[src/rtl/lsu_mem_stage.sv]
// ---------------------------------------------------------------------------
// lsu_mem_stage
//   Load/store unit placed after the ALU / register-file datapath of a
//   single-cycle core. Takes the ALU result as a byte address, RD2 as store
//   data and funct3 as the access size/sign. It drives a word-wide data bus
//   with a req/ack handshake and returns an extended load result for the
//   write-back mux. The core PC is held (stall) while an access is in flight.
//   Accesses that cross a word boundary are split into two word transactions
//   (or rejected with access_err when SUPPORT_MISALIGNED = 0).
//
// Ports
//   clk          system clock, rising edge
//   rst          asynchronous active-low reset
//   req_valid    core presents a load/store this cycle
//   req_write    1 = store, 0 = load
//   req_funct3   RV32I funct3 (LB/LH/LW/LBU/LHU, SB/SH/SW)
//   req_addr     byte address
//   req_wdata    store data
//   stall        core must hold PC and request inputs
//   rdata        extended load result (held between loads)
//   rdata_valid  one-cycle pulse, rdata valid for write-back
//   access_err   one-cycle pulse on illegal funct3 / rejected misalignment
//   mem_req      bus request
//   mem_we       bus write
//   mem_addr     word-aligned bus address
//   mem_be       byte enables
//   mem_wdata    lane-aligned write data
//   mem_ack      bus completion, only meaningful while mem_req = 1
//   mem_rdata    bus read data, valid with mem_ack
// ---------------------------------------------------------------------------
module lsu_mem_stage #(
  parameter bit SUPPORT_MISALIGNED = 1'b1
) (
  input  logic        clk,
  input  logic        rst,
  input  logic        req_valid,
  input  logic        req_write,
  input  logic [2:0]  req_funct3,
  input  logic [31:0] req_addr,
  input  logic [31:0] req_wdata,
  output logic        stall,
  output logic [31:0] rdata,
  output logic        rdata_valid,
  output logic        access_err,
  output logic        mem_req,
  output logic        mem_we,
  output logic [31:0] mem_addr,
  output logic [3:0]  mem_be,
  output logic [31:0] mem_wdata,
  input  logic        mem_ack,
  input  logic [31:0] mem_rdata
);

  typedef enum logic [1:0] {
    IDLE = 2'd0,
    ACC0 = 2'd1,
    ACC1 = 2'd2,
    DONE = 2'd3
  } state_t;

  // -------------------------------------------------------------------------
  // Decode helpers
  // -------------------------------------------------------------------------

  // Access size in bytes from funct3[1:0]; the 11 encoding is illegal anyway.
  function automatic logic [2:0] f_size(input logic [1:0] sz);
    logic [2:0] res;
    case (sz)
      2'b00:   res = 3'd1;
      2'b01:   res = 3'd2;
      default: res = 3'd4;
    endcase
    return res;
  endfunction

  function automatic logic f_illegal(input logic wr, input logic [2:0] f3);
    logic res;
    if (wr) begin
      res = (f3 > 3'b010);
    end else begin
      case (f3)
        3'b011, 3'b110, 3'b111: res = 1'b1;
        default:                res = 1'b0;
      endcase
    end
    return res;
  endfunction

  // Crosses into the next word when offset + size exceeds 4 bytes.
  function automatic logic f_split(input logic [1:0] off, input logic [1:0] sz);
    return (({1'b0, off} + f_size(sz)) > 3'd4);
  endfunction

  // 8-bit enable mask spanning both words: [3:0] first word, [7:4] second.
  function automatic logic [7:0] f_mask(input logic [1:0] off, input logic [1:0] sz);
    logic [7:0] base;
    case (sz)
      2'b00:   base = 8'b0000_0001;
      2'b01:   base = 8'b0000_0011;
      default: base = 8'b0000_1111;
    endcase
    return base << off;
  endfunction

  // Store data truncated to its size, then moved onto its byte lanes.
  function automatic logic [63:0] f_shift(input logic [31:0] wd, input logic [1:0] off,
                                          input logic [1:0] sz);
    logic [31:0] trunc;
    case (sz)
      2'b00:   trunc = {24'd0, wd[7:0]};
      2'b01:   trunc = {16'd0, wd[15:0]};
      default: trunc = wd;
    endcase
    return {32'd0, trunc} << {off, 3'b000};
  endfunction

  // Realign the (possibly two-word) read data and sign/zero-extend it.
  function automatic logic [31:0] f_load(input logic [31:0] lo, input logic [31:0] hi,
                                         input logic [1:0] off, input logic [2:0] f3);
    logic [31:0] w;
    logic [31:0] res;
    w = 32'({hi, lo} >> {off, 3'b000});
    case (f3)
      3'b000:  res = {{24{w[7]}}, w[7:0]};
      3'b001:  res = {{16{w[15]}}, w[15:0]};
      3'b100:  res = {24'd0, w[7:0]};
      3'b101:  res = {16'd0, w[15:0]};
      default: res = w;
    endcase
    return res;
  endfunction

  // -------------------------------------------------------------------------
  // State
  // -------------------------------------------------------------------------
  state_t      state_q, state_d;
  logic [31:0] addr_q, addr_d;
  logic [2:0]  funct3_q, funct3_d;
  logic        write_q, write_d;
  logic [31:0] wdata_q, wdata_d;
  logic [31:0] lo_q, lo_d;
  logic [31:0] rdata_q, rdata_d;
  logic        rdata_valid_q, rdata_valid_d;
  logic        access_err_q, access_err_d;
  logic        mem_req_q, mem_req_d;
  logic        mem_we_q, mem_we_d;
  logic [31:0] mem_addr_q, mem_addr_d;
  logic [3:0]  mem_be_q, mem_be_d;
  logic [31:0] mem_wdata_q, mem_wdata_d;

  // Decode of the incoming request (used in IDLE) and of the latched one.
  logic        in_split_s;
  logic        in_illegal_s;
  logic [7:0]  in_mask_s;
  logic [63:0] in_shift_s;
  logic        q_split_s;
  logic [7:0]  q_mask_s;
  logic [63:0] q_shift_s;

  assign in_split_s   = f_split(req_addr[1:0], req_funct3[1:0]);
  assign in_illegal_s = f_illegal(req_write, req_funct3);
  assign in_mask_s    = f_mask(req_addr[1:0], req_funct3[1:0]);
  assign in_shift_s   = f_shift(req_wdata, req_addr[1:0], req_funct3[1:0]);
  assign q_split_s    = f_split(addr_q[1:0], funct3_q[1:0]);
  assign q_mask_s     = f_mask(addr_q[1:0], funct3_q[1:0]);
  assign q_shift_s    = f_shift(wdata_q, addr_q[1:0], funct3_q[1:0]);

  // Next-state and registered-output logic of the access sequencer.
  always_comb begin
    state_d       = state_q;
    addr_d        = addr_q;
    funct3_d      = funct3_q;
    write_d       = write_q;
    wdata_d       = wdata_q;
    lo_d          = lo_q;
    rdata_d       = rdata_q;
    rdata_valid_d = 1'b0;
    access_err_d  = 1'b0;
    mem_req_d     = mem_req_q;
    mem_we_d      = mem_we_q;
    mem_addr_d    = mem_addr_q;
    mem_be_d      = mem_be_q;
    mem_wdata_d   = mem_wdata_q;

    case (state_q)
      IDLE: begin
        if (req_valid) begin
          addr_d   = req_addr;
          funct3_d = req_funct3;
          write_d  = req_write;
          wdata_d  = req_wdata;
          if (in_illegal_s || (!SUPPORT_MISALIGNED && in_split_s)) begin
            // Rejected: go straight to DONE without touching the bus.
            state_d      = DONE;
            access_err_d = 1'b1;
          end else begin
            state_d     = ACC0;
            mem_req_d   = 1'b1;
            mem_we_d    = req_write;
            mem_addr_d  = {req_addr[31:2], 2'b00};
            mem_be_d    = in_mask_s[3:0];
            mem_wdata_d = in_shift_s[31:0];
          end
        end else begin
          state_d = IDLE;
        end
      end

      ACC0: begin
        if (mem_ack) begin
          lo_d = mem_rdata;
          if (q_split_s) begin
            state_d     = ACC1;
            // Natural 32-bit wrap takes 0xFFFFFFFC to 0x00000000.
            mem_addr_d  = {addr_q[31:2], 2'b00} + 32'd4;
            mem_be_d    = q_mask_s[7:4];
            mem_wdata_d = q_shift_s[63:32];
          end else begin
            state_d   = DONE;
            mem_req_d = 1'b0;
            if (!write_q) begin
              rdata_valid_d = 1'b1;
              rdata_d       = f_load(mem_rdata, 32'd0, addr_q[1:0], funct3_q);
            end else begin
              rdata_valid_d = 1'b0;
            end
          end
        end else begin
          state_d = ACC0;
        end
      end

      ACC1: begin
        if (mem_ack) begin
          state_d   = DONE;
          mem_req_d = 1'b0;
          if (!write_q) begin
            rdata_valid_d = 1'b1;
            rdata_d       = f_load(lo_q, mem_rdata, addr_q[1:0], funct3_q);
          end else begin
            rdata_valid_d = 1'b0;
          end
        end else begin
          state_d = ACC1;
        end
      end

      DONE: begin
        // The same instruction is still presented here; ignore req_valid.
        state_d = IDLE;
      end

      default: begin
        state_d   = IDLE;
        mem_req_d = 1'b0;
      end
    endcase
  end

  // State and output registers; reset abandons any access in flight.
  always_ff @(posedge clk or negedge rst) begin
    if (!rst) begin
      state_q       <= IDLE;
      addr_q        <= 32'd0;
      funct3_q      <= 3'd0;
      write_q       <= 1'b0;
      wdata_q       <= 32'd0;
      lo_q          <= 32'd0;
      rdata_q       <= 32'd0;
      rdata_valid_q <= 1'b0;
      access_err_q  <= 1'b0;
      mem_req_q     <= 1'b0;
      mem_we_q      <= 1'b0;
      mem_addr_q    <= 32'd0;
      mem_be_q      <= 4'd0;
      mem_wdata_q   <= 32'd0;
    end else begin
      state_q       <= state_d;
      addr_q        <= addr_d;
      funct3_q      <= funct3_d;
      write_q       <= write_d;
      wdata_q       <= wdata_d;
      lo_q          <= lo_d;
      rdata_q       <= rdata_d;
      rdata_valid_q <= rdata_valid_d;
      access_err_q  <= access_err_d;
      mem_req_q     <= mem_req_d;
      mem_we_q      <= mem_we_d;
      mem_addr_q    <= mem_addr_d;
      mem_be_q      <= mem_be_d;
      mem_wdata_q   <= mem_wdata_d;
    end
  end

  // Stall must rise in the request cycle itself, so it is combinational.
  assign stall = ((state_q == IDLE) && req_valid) || (state_q == ACC0) || (state_q == ACC1);

  assign rdata       = rdata_q;
  assign rdata_valid = rdata_valid_q;
  assign access_err  = access_err_q;
  assign mem_req     = mem_req_q;
  assign mem_we      = mem_we_q;
  assign mem_addr    = mem_addr_q;
  assign mem_be      = mem_be_q;
  assign mem_wdata   = mem_wdata_q;

endmodule

[config.mk]
export PLATFORM = sky130hd
export DESIGN_NAME = lsu_mem_stage
export DESIGN_NICKNAME = d
export VERILOG_FILES = /design/src/rtl/lsu_mem_stage.sv
export SDC_FILE = /design/constraint.sdc
export NUM_CORES = 1
export LEC_CHECK = 0
export BUFFER_PORTS_ARGS = -buffer_cell sky130_fd_sc_hd__buf_2
export CORE_ASPECT_RATIO = 0.75
export CORE_UTILIZATION = 58
export CTS_BUF_LIST = sky130_fd_sc_hd__clkbuf_4
export CTS_CLUSTER_DIAMETER = 80
export DETAILED_ROUTE_END_ITERATION = 6
export GPL_TIMING_DRIVEN = 0
export PLACE_DENSITY = 0.83
export RECOVER_POWER = 100
export SLEW_MARGIN = 20
export SYNTH_ARGS = -nofsm -noshare
export SYNTH_HDL_FRONTEND = slang
export SYNTH_SLANG_ARGS = --single-unit
[constraint.sdc]
create_clock -name clk -period 3.39 [get_ports clk]
set_clock_uncertainty 0.15 [all_clocks]
set_input_delay 0.339 -clock clk [delete_from_list [all_inputs] [get_ports clk]]
set_output_delay 0.339 -clock clk [all_outputs]
set_load 0.1 [all_outputs]
==> insert_results.sql <==
INSERT INTO impl_metrics (metric_group, metric, value, unit) VALUES
('route', 'wl_met2', '16100', 'um'),
('worst_setup_path', 'cpMaxStageDelayCell', 'clkbuf_1', ''),
('floorplanning', 'starting_density', '60.2', '%'),
('synthesis', 'synth_register_bits', '196', ''),
('floorplanning', 'dieArea', '0.0192', 'mm2'),
('route', 'avgRoutedWirePerCell', '23.2', 'um'),
('flow_run', 'drv.max_cap_violation_count', '1', ''),
('timing', 'setup_viol_count_final', '0', ''),
('clocking', 'cts.sinks', '196', ''),
('route', 'highest-signal-layer', 'met4', ''),
('floorplanning', 'die_height', '120', 'um'),
('worst_setup_path', 'max_stage_delay', '600', 'ps'),
('synthesis', 'synth_sequential_area_ratio', '45.5', '%'),
('worst_setup_path', 'worstPathRequired', '2900', 'ps'),
('worst_hold_path', 'holdCritPathClass', 'primary input to register', ''),
('final_layout', 'syn_to_final_growth', '23.7', '%'),
('floorplanning', 'ios', '209', ''),
('clocking', 'htree_levels', '4', ''),
('synthesis', 'asyncSetResetFlopFracSynth', '100', '%'),
('clocking', 'tritoncts.num_buffers', '17', ''),
('final_layout', 'postLayoutCellArea', '0.0133', 'mm2'),
('synthesis', 'syn_area', '0.0108', 'mm2'),
('synthesis', 'postSynthAreaPerCell', '10.6', 'um2'),
('status', 'outcome', 'complete, but fails checks', ''),
('clocking', 'cts.reportedPaths.clkPinSlew', '160', 'ps'),
('floorplanning', 'rows', '42', ''),
('timing', 'max_slew_margin', '-30.8', '%'),
('worst_setup_path', 'reg2reg_setup_slack', '160', 'ps'),
('worst_setup_path', 'timing.rr.start', 'funct3_q[1]$_DFFE_PN0P_', ''),
('timing', 'setup-tns-final', '0', 'ps'),
('status', 'violations_in_the_final_reports', 'design-rule violations, max-capacitance violations, max-slew violations', ''),
('global_route', 'grt_max_degree', '91', ''),
('final_layout', 'drive_above_1_share', '22.9', '%'),
('final_layout', 'mostFrequentLayoutCells', 'dfrtp_1 (196), clkbuf_1 (137), nand2_1 (130)', ''),
('clocking', 'clock_path_buffers', '2', ''),
('timing', 'final-max-slew-violation-count', '30', ''),
('route', 'routed_length_on_met1', '15300', 'um'),
('route', 'antenna_left', '0', ''),
('route', 'drt_drc_violations_left', '3', ''),
('worst_setup_path', 'max_fanout_on_critical_path', '10', ''),
('final_layout', 'layout.core_utilization', '74.5', '%'),
('clocking', 'insertion_delay', '620', 'ps'),
('synthesis', 'yosys.area.top_type', 'dfrtp_1', ''),
('final_layout', 'layout_commonest_cell', 'dfrtp_1', ''),
('floorplanning', 'die_w', '159', 'um'),
('place', 'weighted_congestion_reported_at_the_end_of_routability_driven_placement', '0.997', ''),
('synthesis', 'netlist_top_cells_area', 'dfrtp_1 (45%), mux2_2 (11%), mux2i_1 (5.1%)', ''),
('route', 'detailedRoute.firstPassIterationCount', '7', ''),
('worst_setup_path', 'crit_type', 'register to output pin', ''),
('route', 'totalWireLength', '37100', 'um'),
('worst_hold_path', 'whs_endpoint', 'funct3_q[0]$_DFFE_PN0P_', ''),
('worst_setup_path', 'setup.worst_path.end_class', 'output pin', ''),
('worst_setup_path', 'rr_endpoint', 'rdata[25]$_DFFE_PN0P_', ''),
('global_route', 'grt_first_pass_wirelength', '56900', 'um'),
('timing', 'min_period_over_period', '95.6', '%'),
('floorplanning', 'design.core.area', '0.0179', 'mm2'),
('global_route', 'global_route.overflow_total', '0', ''),
('place', 'detailedPlacementHpwl', '25600', 'um'),
('worst_setup_path', 'cp_launch_type', 'register', ''),
('global_route', 'globalRouteTotalUtil', '39.2', '%'),
('clocking', 'clock_tree.root_cell', 'clkbuf_4', ''),
('final_layout', 'layout.nets', '1454', ''),
('route', 'dr_total_vias', '10500', ''),
('synthesis', 'library_cells_used_by_synthesis', '64', ''),
('timing', 'maxClockFrequency', '309', 'MHz'),
('timing', 'rsz0062_at_grt', 'no', ''),
('clocking', 'tritoncts_clock_tree', 'done', ''),
('global_route', 'initial_antenna_violation_count', '0', ''),
('worst_hold_path', 'min_path_cells', '2', ''),
('timing', 'layout_min_cycle_time', '3240', 'ps'),
('global_route', 'first_global_vias', '10200', '');
-- worst max path at each step --
stage                            start  cells past startpoint                        to  slack (ps)
2_1_floorplan  funct3_q[1]$_DFFE_PN0P_                     10  mem_addr[29]$_DFFE_PN0P_         550
3_3_place_gp                       rst                      1  mem_addr[11]$_DFFE_PN0P_       -1440
3_5_place_dp     addr_q[1]$_DFFE_PN0P_                     10  mem_addr[26]$_DFFE_PN0P_        -210
4_1_cts           state_q[1]$_DFF_PN0_                      6                     stall          30
5_1_grt           state_q[1]$_DFF_PN0_                      6                     stall          20
6_report          state_q[0]$_DFF_PN0_                      6                     stall         150
-- cell families (layout without fill, tap and decap cells) --
group,Yosys count,in the layout,share of synthesized area [%]
simple gates,264,264,11.9
compound gates,263,263,16.4
flops,196,196,45.5
mux,175,175,19.3
buf+inv,84,421,3.65
xor+xnor,28,28,2.34
fa+ha+maj,7,7,0.882
other cells,1,3,0.0348
-- area by class of cell --
class / count / area [um2]
Clock buffer: 18 / 135
Multi-Input combinational cell: 739 / 5520
Tap cell: 242 / 303
Timing Repair Buffer: 307 / 1960
Inverter: 9 / 33.8
Antenna cell: 1 / 2.50
Sequential cell: 196 / 4900
Clock inverter: 14 / 144
Fill cell: 1338 / 4570
Buffer: 73 / 348
-- synth_stat cells, types with 8 or more instances --
cell type / instances
a21oi_1: 45
nor2b_1: 24
buf_1: 8
a22oi_1: 8
buf_2: 27
a32o_1: 8
a211oi_1: 12
o21ai_0: 55
mux2_2: 103
nand2_1: 131
buf_4: 10
xor2_1: 24
mux2i_1: 55
o22ai_1: 39
a31oi_1: 12
nor3_1: 10
a22o_1: 8
o31ai_1: 9
clkbuf_1: 29
a222oi_1: 12
o211ai_1: 12
inv_1: 8
dfrtp_1: 196
mux4_2: 16
nor2_1: 30
nand3b_1: 12
nand3_1: 23
o21a_1: 9
-- stage by stage --
stage,hold WS (ps),instances,worst slack (ps)
floorplan,-107,1019,546
global placement,307,1465,-1440
detailed placement,68.2,1467,-208
CTS,0.929,1598,32.0
global route,40.9,1598,24.1
finish,37.1,1599,149
-- metal layers --
layer,vias to the layer above,GRT usage [%]
met5,-,0
met4,0,13.0
met3,104,9.30
met2,798,56.7
met1,5126,57.7
li1,4423,-
-- critical path, delay by kind of cell (launching register included) --
kind,cells,cell delay (ps)
and+or+nand+nor,2,420
DFF,1,410
buffers and inverters,3,1010
adders and majority gates,1,310
-- state kept, by name, summed over array words and instances, names as in the netlist --
signal / count
rdata: 32
access_err: 1
mem_addr: 30
write_q: 1
addr_q: 32
wdata_q: 24
mem_wdata: 32
mem_be: 4
mem_we: 1
funct3_q: 3
rdata_valid: 1
mem_req: 1
lo_q: 32
state_q: 2
-- timing repair --
item	in CTS	in global routing
gates cloned	0	0
setup buffers	0	0
endpoints found under the setup margin	31	8
endpoints found under the hold margin	339	0
gates resized for setup	3	6
hold buffers	101	0
Power is not shown: default switching activity piles up to over one toggle a cycle in this logic, so the estimate is an artifact.
